==> config.mk <==
export PLATFORM = sky130hd
export DESIGN_NAME = gpio_to_mouse
export DESIGN_NICKNAME = d
export VERILOG_FILES = /design/src/rtl/gpio_to_mouse.sv
export SDC_FILE = /design/constraint.sdc
export NUM_CORES = 1
export LEC_CHECK = 0
export ABC_AREA = 1
export CAP_MARGIN = 20
export CORE_MARGIN = 10
export CORE_UTILIZATION = 54
export CTS_CLUSTER_DIAMETER = 100
export DETAILED_ROUTE_END_ITERATION = 6
export GPL_TIMING_DRIVEN = 0
export PLACE_DENSITY = 0.77
export SLEW_MARGIN = 20
export SYNTH_ARGS = -nofsm -noshare
export SYNTH_HDL_FRONTEND = slang
export SYNTH_SLANG_ARGS = --single-unit
==> constraint.sdc <==
create_clock -name clk -period 1.4 [get_ports clk]
set_input_delay 0.14 -clock clk [delete_from_list [all_inputs] [get_ports clk]]
set_output_delay 0.14 -clock clk [all_outputs]
set_load 0.1 [all_outputs]
==> src/rtl/gpio_to_mouse.sv <==
// Receive side of the inter-board button link: synchronises the partner board's
// left/right GPIO levels, debounces them and emits one-cycle press/release pulses.
module gpio_to_mouse #(
    parameter int SYNC_STAGES     = 2,
    parameter int DEBOUNCE_CYCLES = 65000
) (
    input  logic clk,
    input  logic rst,
    input  logic gpio_left_input,
    input  logic gpio_right_input,
    output logic m_left,
    output logic m_right,
    output logic left_press,
    output logic left_release,
    output logic right_press,
    output logic right_release
);

    localparam int CW = $clog2(DEBOUNCE_CYCLES) + 1;
    localparam logic [CW-1:0] CNT_MAX = CW'(DEBOUNCE_CYCLES - 1);

    logic [1:0] pin;
    logic [1:0] level;
    logic [1:0] press;
    logic [1:0] release_p;

    assign pin = {gpio_right_input, gpio_left_input};

    // Channel 0 is left, channel 1 is right; the two never interact.
    for (genvar ch = 0; ch < 2; ch++) begin : g_ch
        logic [SYNC_STAGES-1:0] sync_q;
        logic [CW-1:0]          cnt_q;
        logic                   level_q;
        logic                   press_q;
        logic                   release_q;
        logic                   synced;

        assign synced = sync_q[SYNC_STAGES-1];

        always_ff @(posedge clk) begin
            if (rst) begin
                sync_q    <= '0;
                cnt_q     <= '0;
                level_q   <= 1'b0;
                press_q   <= 1'b0;
                release_q <= 1'b0;
            end else begin
                sync_q    <= {sync_q[SYNC_STAGES-2:0], pin[ch]};
                press_q   <= 1'b0;
                release_q <= 1'b0;
                if (synced == level_q) begin
                    cnt_q <= '0;
                end else if (cnt_q == CNT_MAX) begin
                    // Accept on the same edge the pulse is raised, so the pulse
                    // lines up with the first cycle showing the new level.
                    level_q   <= synced;
                    cnt_q     <= '0;
                    press_q   <= synced;
                    release_q <= ~synced;
                end else begin
                    cnt_q <= cnt_q + CW'(1);
                end
            end
        end

        assign level[ch]     = level_q;
        assign press[ch]     = press_q;
        assign release_p[ch] = release_q;
    end

    assign m_left        = level[0];
    assign m_right       = level[1];
    assign left_press    = press[0];
    assign left_release  = release_p[0];
    assign right_press   = press[1];
    assign right_release = release_p[1];

endmodule

Yosys cells after proc, flatten, opt, wreduce, memory -nomap -nowiden
Index checks and enable logic that the tools add are counted.

Register bits after elaboration: 44. Bits in latches: 0. RAM bits: 0. Bits in read-only memories: 0. Bits of input ports: 4. Output and inout port bits: 6. Logic and storage cells: 28. Memories kept: 0.

$add $sub $neg: 2. Multiply operators: 0. Divide/modulo/power cells: 0. Magnitude comparators: 0. Equal/unequal tests: 4. Shifts and indexed selects: 0. Mux-type cells: 0. Bitwise operators: 6. Reductions and logical operators: 6.

Operators with widths (number): $add 17x1->17 const B (2); $eq 17x16->1 const B (2); $reduce_or 3->1 (4); $not 1->1 (6); $reduce_and 2->1 (2); $eq 1x1->1 (2).

Depth between registers and ports, before layout
Depth after elaboration: 3. Depth in mapped cells: 9. Depth with buffers taken out: 8.

Least setup slack after synthesis
No wires, ideal clock.

Path kind: register to register. Start: register g_ch[0].level_q (netlist: m_left). End: register g_ch[0].cnt_q[10]. Setup time: 0.119 ns. Arrival time: 1.715 ns. Required time: 1.281 ns. Setup slack: -0.434 ns. Stages on the path, launching flop included: 7. Path buffers: 1. Clock period less this slack: 1.834 ns. Cell sequence: dfxtp_1 > inv_1 > o21ai_0 > a21oi_2 > nand2_2 > buf_6 > a21oi_1.

Longest elaborated chain between the ends: 2.

Ends and longest elaborated chain: start: declaration (line 33) `logic level_q;`; start signal: assignment (line 56) `level_q <= synced;`; $eq 1x1->1 (line 51) `if (synced == level_q) begin`; $reduce_or 3->1 (no source line); end signal: assignment (line 61) `cnt_q <= cnt_q + CW'(1);`; end: declaration (line 32) `logic [CW-1:0] cnt_q;`.

No other way between the ends. A chain may end at the register's enable or synchronous reset.

Worst setup path in the final report
Start: register g_ch[1].cnt_q[6]. End: register g_ch[1].cnt_q[6].

Longest elaborated chain between the ends: 2. Elaborated cells on any way between the ends: 3. Classes of those cells: add/sub (1); eq/ne (1); reduce/logical (1).

Ends and longest elaborated chain (line): start: declaration (32); start signal: assignment (61); parallel branches: the longest is 2 deep, another holds $add 17x1->17.

Parallel ways; which one is timed is not known.

==> metrics.txt <==
run status complete, no violations; multi-input logic area 0.001170 mm^2; #FFs+latches synth 44; GPL Wtd Cong 0.8602; Die H 84.64 um; most common cell in the netlist nand2_1; share of post-route cells with drive strength above 1 0.1736; post-route insts no fill 413; CP dominant cell by count nand2_1; P&R area growth vs syn 17.42%; Critical Path Fanout Max 5; number of H-tree levels 2; placed cell count 397; count of cell types in the netlist 26; final setup violation count 0; Top Ports 10; Slowest-stage cell, CP dfxtp_1; FF+latch area 903.4 um^2; CP arrival 1.56 ns; Critical Path Max Stage Delay 0.40 ns; final hold viol count 0; antenna violations before repair 0; Crit Path Class reg2reg; CP Capture Type flip-flop; first-pass GRT wire length 8231 um; final WL 4887 um; clk root buf clkbuf_8; clk_lat worst skew 0.29 ns; HP Class in2reg; Power Dens Cells 780.5 mW/mm^2; ranking of synthesized cells by area dfxtp_1, nand2_1, inv_1; port bufs 9; Die Wd 84.64 um; Post-synth top cells nand2_1, inv_1, nor2_1, dfxtp_1, nand3_1; initial drt markers 106; clock tree buffer depth 2; max_slew headroom 0.6343; clk slew on worst S/H paths 0.08 ns; Starting Density 0.5599; DR WL/cell 11.83 um; Tmin final 1.372 ns; CTS Buf Count 5; worst slew pin tran 0.5512 ns; Seq/Total Area, Yosys 0.3905; vias in the first global route 1943; number of vias per cell 5.235; total power 2067 uW; # nets final 368; Initial DRT Pass Iterations 5; Setup TNS Final 0 ns; CTS tree built; ratio of final minimum period to clock period 0.9803; synth warn 0; clock sink total 44; predominant post-synthesis flop cell dfxtp_1; row count 23; skew final 0.007904 ns; Syn Inst Count 338; Residual DRC 0; Routed Antenna Nets 0; Max-Cap Viols 0; top cell type's share of synthesized area 0.3905; via count 2162; fin. max-slew vios 0; post-cts hold buffer count 0; final core utilization 0.6575; Netlist Area Pre-Place 0.002256 mm^2; Detailed Place HPWL 3503 um; DIE AREA 0.007163 mm^2; final-layout fill cell count 369; Avg Cell Area, Syn 6.674 um^2; fmax 728.6 MHz; FFs w/ async S/R, synth 0; CP startpoint kind flip-flop; Crit path required time 1.59 ns; ANT cells 0; Leak 0.0009738 uW; core area 0.004029 mm^2; worst path cell trace nand2_1 -> inv_2 -> nand2_1 -> nor2_4 -> nand2_2 -> nand2_4 -> clkbuf_16 -> nor2_2; Hold WS 0.3592 ns; Post-synth EDFFs 0; syn nets 344; cell taking the most area after synthesis dfxtp_1; pin count of the biggest net entering global routing 13; grt ovf 0; Worst IR Drop VDD 533.6 uV; Total Routing Usage GR 0.1341
==> where the power goes <==
group          total (uW)  internal, uW  switching, uW
logic                54.0          27.2           26.8
clock network         757           348            409
registers            1260          1250           4.99
==> cells by family after synthesis <==
| logic type | Yosys count | synth area share |
|---|---|---|
| buffers and inverters | 59 | 0.1087 |
| xor gates and xnor gates | 8 | 0.03106 |
| DFF | 44 | 0.3905 |
| adders and majority gates | 2 | 0.01109 |
| and+or+nand+nor | 197 | 0.3910 |
| AOI/OAI and AO/OA | 28 | 0.06767 |
==> critical path: cells and delay by family, from the launching register on <==
kind / cells / cell delay [ns]
buf+inv: 2 / 0.25
flops: 1 / 0.40
simple gates: 6 / 0.61
==> area by class of cell <==
cell class	count	share of cell area
repair buffers	17	0.07085
plain buffers	2	0.01181
well taps	50	0.02362
clock inverters	1	0.001417
inverters	57	0.08077
clock buffers	7	0.02881
flip-flops and latches	44	0.3410
multi-input cells	235	0.4417
==> what timing repair did <==
action,CTS,global route
gates cloned,0,1
gates resized for setup,26,11
setup buffers,1,6
pin swaps,1,6
setup endpoints to repair,33,31
==> layout by cell type (no fill, tap or decap), drive strengths merged <==
cell and n:
a21o 1, a21oi 22, buf 9, clkbuf 8, clkdlybuf4s15 6, clkdlybuf4s50 3
clkinv 2, dfxtp 44, ha 2, inv 56, nand2 86, nand3 26
nand3b 2, nand4 9, nor2 66, nor3 6, o21ai 4, o21bai 1
or2 2, xnor2 6, xor2 2
==> final timing paths <==
path	from	end	slack [ns]	cells past startpoint
max	g_ch[1].cnt_q[6]	g_ch[1].cnt_q[6]	0.03	8
min	gpio_right_input	g_ch[1].sync_q[0]	0.36	3
min reg2reg	g_ch[0].sync_q[0]	g_ch[0].sync_q[1]	0.41	2
max reg2reg	g_ch[1].cnt_q[6]	g_ch[1].cnt_q[6]	0.03	8
==> through the flow <==
stage	setup WS [ns]	instance area [um^2]
global route	-0.03166	2649
floorplan	0.01866	2263
CTS	0.002571	2550
global placement	-0.2122	2416
finish	0.02752	2649
detailed placement	-0.2085	2416
==> layer usage <==
metal / wire (um) / GRT usage / vias to the layer above
met5: 0 / 0 / -
met4: 52 / 0.03593 / 0
met3: 270 / 0.03865 / 6
met2: 2299 / 0.2237 / 56
met1: 2264 / 0.1634 / 1002
li1: - / - / 1098
==> state kept, by name (all words and copies together), names as in the netlist <==
name and flops:
left_press 1, left_release 1, g_ch.cnt_q 34, right_press 1
g_ch.sync_q 4, m_right 1, right_release 1, m_left 1
Note: power is estimated with default switching activity, not from simulation.
